File: src/rtl/raymarch_frame_scheduler.sv
// Raster-order pixel scheduler between the raymarcher core and the frame-buffer write port.
// Tracks the pixel in flight, writes each result as RGB565 and counts completed frames.
module raymarch_frame_scheduler #(
  parameter int WIDTH  = 1280,
  parameter int HEIGHT = 720
) (
  input  logic                                        clk_pixel_in,
  input  logic                                        rst_in,
  input  logic                                        render_en,
  input  logic                                        pixel_done,
  input  logic [7:0]                                  red_in,
  input  logic [7:0]                                  green_in,
  input  logic [7:0]                                  blue_in,
  output logic [((WIDTH > 1) ? $clog2(WIDTH) : 1)-1:0]   curr_x,
  output logic [((HEIGHT > 1) ? $clog2(HEIGHT) : 1)-1:0] curr_y,
  output logic [$clog2(WIDTH*HEIGHT)-1:0]              fb_addr,
  output logic [15:0]                                  fb_data,
  output logic                                         fb_we,
  output logic                                         frame_done,
  output logic [7:0]                                   frame_count,
  output logic                                         busy
);

  localparam int XW = (WIDTH > 1) ? $clog2(WIDTH) : 1;
  localparam int YW = (HEIGHT > 1) ? $clog2(HEIGHT) : 1;
  localparam int AW = $clog2(WIDTH * HEIGHT);
  localparam logic [XW-1:0] X_LAST = XW'(WIDTH - 1);
  localparam logic [YW-1:0] Y_LAST = YW'(HEIGHT - 1);

  typedef enum logic [1:0] {
    ST_IDLE  = 2'd0,
    ST_PRIME = 2'd1,
    ST_RUN   = 2'd2
  } state_t;

  state_t        r_state;
  state_t        w_next_state;
  logic          w_accept;
  logic          w_last;
  logic          w_x_last;
  logic [15:0]   w_rgb565;
  logic [XW-1:0] r_x;
  logic [YW-1:0] r_y;
  logic [AW-1:0] r_addr;
  logic [AW-1:0] r_fb_addr;
  logic [15:0]   r_fb_data;
  logic          r_fb_we;
  logic          r_frame_done;
  logic [7:0]    r_frame_count;

  assign w_x_last = (r_x == X_LAST);
  assign w_last   = w_x_last && (r_y == Y_LAST);
  assign w_rgb565 = {red_in[7:3], green_in[7:2], blue_in[7:3]};

  // Next state and result-accept decode
  always_comb begin
    w_next_state = r_state;
    w_accept     = 1'b0;
    case (r_state)
      ST_IDLE: begin
        if (render_en) w_next_state = ST_PRIME;
        else           w_next_state = ST_IDLE;
      end
      // The pixel in flight at start-up has unknown coordinates, so its result is dropped.
      ST_PRIME: begin
        if (pixel_done) w_next_state = ST_RUN;
        else            w_next_state = ST_PRIME;
      end
      ST_RUN: begin
        if (pixel_done) begin
          w_accept = 1'b1;
          if (w_last && !render_en) w_next_state = ST_IDLE;
          else                      w_next_state = ST_RUN;
        end else begin
          w_next_state = ST_RUN;
        end
      end
      default: w_next_state = ST_IDLE;
    endcase
  end

  // State register
  always_ff @(posedge clk_pixel_in) begin
    if (rst_in) r_state <= ST_IDLE;
    else        r_state <= w_next_state;
  end

  // Coordinate/address walk, frame-buffer write and frame counting
  always_ff @(posedge clk_pixel_in) begin
    if (rst_in) begin
      r_x           <= '0;
      r_y           <= '0;
      r_addr        <= '0;
      r_fb_addr     <= '0;
      r_fb_data     <= 16'h0000;
      r_fb_we       <= 1'b0;
      r_frame_done  <= 1'b0;
      r_frame_count <= 8'd0;
    end else begin
      r_fb_we      <= w_accept;
      r_frame_done <= w_accept && w_last;
      if (w_accept) begin
        r_fb_addr <= r_addr;
        r_fb_data <= w_rgb565;
        if (w_last) begin
          r_x           <= '0;
          r_y           <= '0;
          r_addr        <= '0;
          r_frame_count <= r_frame_count + 8'd1;
        end else if (w_x_last) begin
          r_x    <= '0;
          r_y    <= r_y + YW'(1);
          r_addr <= r_addr + AW'(1);
        end else begin
          r_x    <= r_x + XW'(1);
          r_addr <= r_addr + AW'(1);
        end
      end
    end
  end

  assign curr_x      = r_x;
  assign curr_y      = r_y;
  assign fb_addr     = r_fb_addr;
  assign fb_data     = r_fb_data;
  assign fb_we       = r_fb_we;
  assign frame_done  = r_frame_done;
  assign frame_count = r_frame_count;
  assign busy        = (r_state != ST_IDLE);

endmodule

File: config.mk
export PLATFORM = sky130hd
export DESIGN_NAME = raymarch_frame_scheduler
export DESIGN_NICKNAME = d
export VERILOG_FILES = /design/src/rtl/raymarch_frame_scheduler.sv
export SDC_FILE = /design/constraint.sdc
export NUM_CORES = 1
export LEC_CHECK = 0
export BUFFER_PORTS_ARGS = -buffer_cell sky130_fd_sc_hd__buf_4
export CORE_MARGIN = 2
export CORE_UTILIZATION = 40
export DETAILED_ROUTE_END_ITERATION = 16
export GPL_ROUTABILITY_DRIVEN = 0
export GPL_TIMING_DRIVEN = 0
export PLACE_DENSITY = 0.73
export RECOVER_POWER = 25
export SYNTH_ARGS = -nofsm -noshare
export SYNTH_HDL_FRONTEND = slang
export SYNTH_SLANG_ARGS = --single-unit
File: constraint.sdc
create_clock -name clk_pixel_in -period 3.6 [get_ports clk_pixel_in]
set_input_delay 0.18 -clock clk_pixel_in [delete_from_list [all_inputs] [get_ports clk_pixel_in]]
set_output_delay 0.18 -clock clk_pixel_in [all_outputs]
set_load 0.01 [all_outputs]
## After elaboration in Yosys (flattened, before gate mapping)

Index checks and enable logic that the tools add are counted.

| storage, ports and cells | value |
|---|---|
| register bits | 89 |

| cells by class | value |
|---|---|
| add/sub/neg operators | 4 |
| equal/unequal tests | 4 |
| muxes and demuxes | 12 |
| reductions and logical operators | 9 |

Operators with widths:

| kind | count |
|---|---|
| $mux W11 | 2 |
| $add A20 B1 Y20 const B | 1 |
| $mux W10 | 2 |
| $mux W20 | 1 |
| $add A11 B1 Y11 const B | 1 |
| $eq A11 B11 Y1 const B | 1 |
| $add A10 B1 Y10 const B | 1 |
| $eq A10 B10 Y1 const B | 1 |
| $add A8 B1 Y8 const B | 1 |
| $mux W2 | 3 |
| $pmux W2 S3 | 1 |
| $reduce_and A2 Y1 | 2 |
| $reduce_bool A2 Y1 | 2 |
| $logic_and A1 B1 Y1 | 3 |
| $mux W1 | 3 |
| $eq A2 B1 Y1 const B | 1 |
| $eq A2 B2 Y1 const B | 1 |
| $logic_not A2 Y1 | 1 |
| $logic_not A1 Y1 | 1 |

## Longest topological paths before layout

| depth | value |
|---|---|
| word-level depth | 6 |
| gate-level depth with buffers | 8 |
| gate-level depth less buffers | 5 |

## Least setup slack after synthesis

No wires, ideal clock.

| path | value |
|---|---|
| path kind | register to register |
| start | reg r_x[0] (netlist: curr_x[0]) |
| end | reg r_y[7] (netlist: curr_y[7]) |
| arrival | 1,789 ps |
| data required time | 3,530 ps |
| setup slack | 1,741 ps |
| cell stages (with the launch flop) | 8 |
| path buffers | 2 |
| clock period less this slack | 1,859 ps |
| cell sequence | dfxtp_1 -> ha_1 -> and3_1 -> buf_4 -> nand4_1 -> buf_2 -> or4_1 -> a21oi_1 |

| between the ends | value |
|---|---|
| longest elaborated chain between the ends | 4 |
| elaborated cells between the ends (all ways) | 5 |

RTL lines:

| item | line | source |
|---|---|---|
| from (decl) | 42 | `logic [XW-1:0] r_x;` |
| from (signal assigned) | 115 | `r_x <= r_x + XW'(1);` |
| $eq A11 B11 Y1 * | 51 | `assign w_x_last = (r_x == X_LAST);` |
| $logic_and A1 B1 Y1 | 52 | `assign w_last = w_x_last && (r_y == Y_LAST);` |
| $reduce_bool A2 Y1 (no source line) | - |  |
| $reduce_and A2 Y1 (no source line) | - |  |
| to (signal assigned) | 112 | `r_y <= r_y + YW'(1);` |
| to (decl) | 43 | `logic [YW-1:0] r_y;` |

Every way passes the cells marked *; elsewhere a longest branch is shown, timed or not.
A chain may end at the register's enable or synchronous reset.

## Worst setup path after layout

| path | value |
|---|---|
| start | reg r_x[0] (netlist: curr_x[0]) |
| end | reg r_y[6] (netlist: curr_y[6]) |

The elaborated chain is that of the path after synthesis.

==> qor.yml <==
drive_above_1_share_pct: 13.6
clockRootBuffer: "clkbuf_8"
grt_usage_pct: 18.8
clock_path_buffers: 2
arrival_ns: 2.31
n_antenna_cell: 0
setup-tns-final_ns: 0
drt-initial-drc-count: 197
drc_errors: 0
cp_num_buf_inv: 3
setup-violations-final: 0
grt_pass1_wl_um: 15400
dpl_worst_slack_ns: 1.56
synth_edf_count: 0
die-area_sq_mm: 0.0101
cp_data_required_time_ns: 3.84
max-vdd-ir-drop_uv: 173
crit_fanout: 10
grt_max_degree: 14
critPathTopFamily: "buffers and inverters"
final_cell_count_no_fill: 664
grt_pass1_vias: 3331
cts.repair.resized: 0
slew_headroom_pct: 60.7
post_drt_wl_per_cell_um: 14.3
wirelength_um: 9500
finalMaxSlewViolations: 0
port_buffers: 86
clock_latency_ns: 0.35
drt_pre_antenna_iters: 5
worst-setup-path-type: "reg2reg"
fin_ws_ns: 1.53
cts_sinks: 89
syn_to_final_growth_pct: 21.5
layout_common_cells: "97 x nand2_1, 89 x dfxtp_1, 71 x a21oi_1"
core_sq_mm: 0.00915
async_flop_share_pct: 0
numCtsBuffers: 9
worstMarginPinSlew_ns: 0.589
num_rows: 35
cts_tree: "built"
io_pins: 96
final_core_util_pct: 49.6
path_clk_slew_ns: 0.08
ys_ff_latch: 89
grt-ovfl-total: 0
p_leak_nw: 1.58
synth-main-ff-cell: "dfxtp_1"
cap_viol_max_count: 0
syn_inst: 452
slowest_stage: "dfxtp_1"
start_util_pct: 40.8
hold_violations: 0
viasPerCell: 5.40
die_w_um: 101
synthDistinctLibCells: 38
nFillCells: 924
ant_nets: 0
holdBufCountCts: 0
startpoint_type: "register"
final_common_cell: "nand2_1"
fin_crit_sh_pct: 57.5
fmax_ghz: 0.483
layout_min_cycle_time_ns: 2.07
ys_seq_area_share_pct: 47.7
status: "complete, no violations"
synth_nets: 484
postCtsSetupRepairBufs: 0
antenna_found_initial: 0
syn_avg_cell_area_sq_um: 8.26
vias: 3585
hpwlAfterDp_um: 7000
max_stage_delay_ns: 0.43
die_h_um: 101
powerDensity_mw_per_mm2: 366
htreeDepth: 3
hold_class: "in2reg"
skew_ns: 0.00790
crit_path_end_kind: "register"
placed_cells: 649
final_nets: 581
yosys_warnings: 0
worstPathCellList: "ha_1 > and3_1 > buf_4 > nand4_1 > buf_2 > clkbuf_1 > o31ai_1 > a21oi_1"
syn-cell-area_sq_mm: 0.00373
rsz0062_at_grt: "no"
[metrics by stage]
step / power [mW] / instance area [sq um] / hold slack, ns
5_1_grt: 1.73 / 4540 / 0.0638
6_report: 1.66 / 4540 / 0.0693
4_1_cts: 1.68 / 4680 / 0.0611
3_3_place_gp: 1.09 / 4520 / 0.430
2_1_floorplan: 1.05 / 3730 / 0.316
3_5_place_dp: 1.09 / 4520 / 0.441
[state kept, by name, indices dropped and copies added (netlist names)]
register and cells:
curr_x 11, curr_y 10, fb_addr 20, fb_data 16, fb_we 1, frame_count 8, frame_done 1, r_addr 20
r_state 2
[cells in the mapped netlist (11+ instances only)]
cell type  number  area share (%)
or4_1          18             3.6
nand4_1        11             1.8
or3_1          12             2.0
nand3_1        21             2.8
nor2_1         19             1.9
clkbuf_1       16             1.6
dfxtp_1        89              48
a21oi_1        71             9.5
xor2_1         11             2.6
nand2_1        97             9.7
o21ai_0        13             1.7
o31ai_1        16             3.2
[worst paths after layout]
check | to | cells past startpoint | start | slack, ns
worst max register to register | curr_y[6]$_SDFFE_PP0P_ | 8 | curr_x[0]$_SDFFE_PP0P_ | 1.53
worst min register to register | fb_data[0]$_SDFFE_PP0P_ | 2 | fb_data[0]$_SDFFE_PP0P_ | 0.46
worst max-delay path | curr_y[6]$_SDFFE_PP0P_ | 8 | curr_x[0]$_SDFFE_PP0P_ | 1.53
worst min-delay path | fb_data[10]$_SDFFE_PP0P_ | 3 | green_in[7] | 0.07
[layout make-up]
class,count,area (sq um),share of cell area [%]
buffer,26,119,2.62
clock buffer,11,141,3.12
clock inverter,4,20.0,0.441
inverter,5,18.8,0.414
multi-input combinational,332,1820,40.0
sequential,89,1780,39.3
tap,111,139,3.06
timing repair buffer,86,503,11.1
[power breakdown]
group          switching, mW  leakage (nW)  internal, mW
logic                 0.0416         0.779        0.0275
registers            0.00570         0.717         0.989
clock network          0.334        0.0887         0.262
total                  0.382          1.58          1.28
[worst register-to-register path, cell delays in order (launching register included)]
cell,delay [ns]
dfxtp_1,0.43
ha_1,0.19
and3_1,0.15
buf_4,0.16
nand4_1,0.16
buf_2,0.23
clkbuf_1,0.24
o31ai_1,0.31
a21oi_1,0.09
[metal layers]
metal / vias to the layer above / part of all wire, % / wire, um / global-route usage [%]
li1: 1785 / - / - / -
met1: 1703 / 45 / 4270 / 23.8
met2: 84 / 49 / 4650 / 32.2
met3: 13 / 4.6 / 433 / 3.47
met4: 0 / 1.6 / 153 / 6.53
met5: - / 0 / 0 / 0
[kinds of logic after synthesis]
logic type	synth area share [%]
and+or+nand+nor	28.5
muxes	0.268
adders and majority gates	1.34
buffers and inverters	3.69
xor gates and xnor gates	3.28
DFF	47.7
AOI/OAI and AO/OA	15.2
Power figures use the tool's default switching activity.
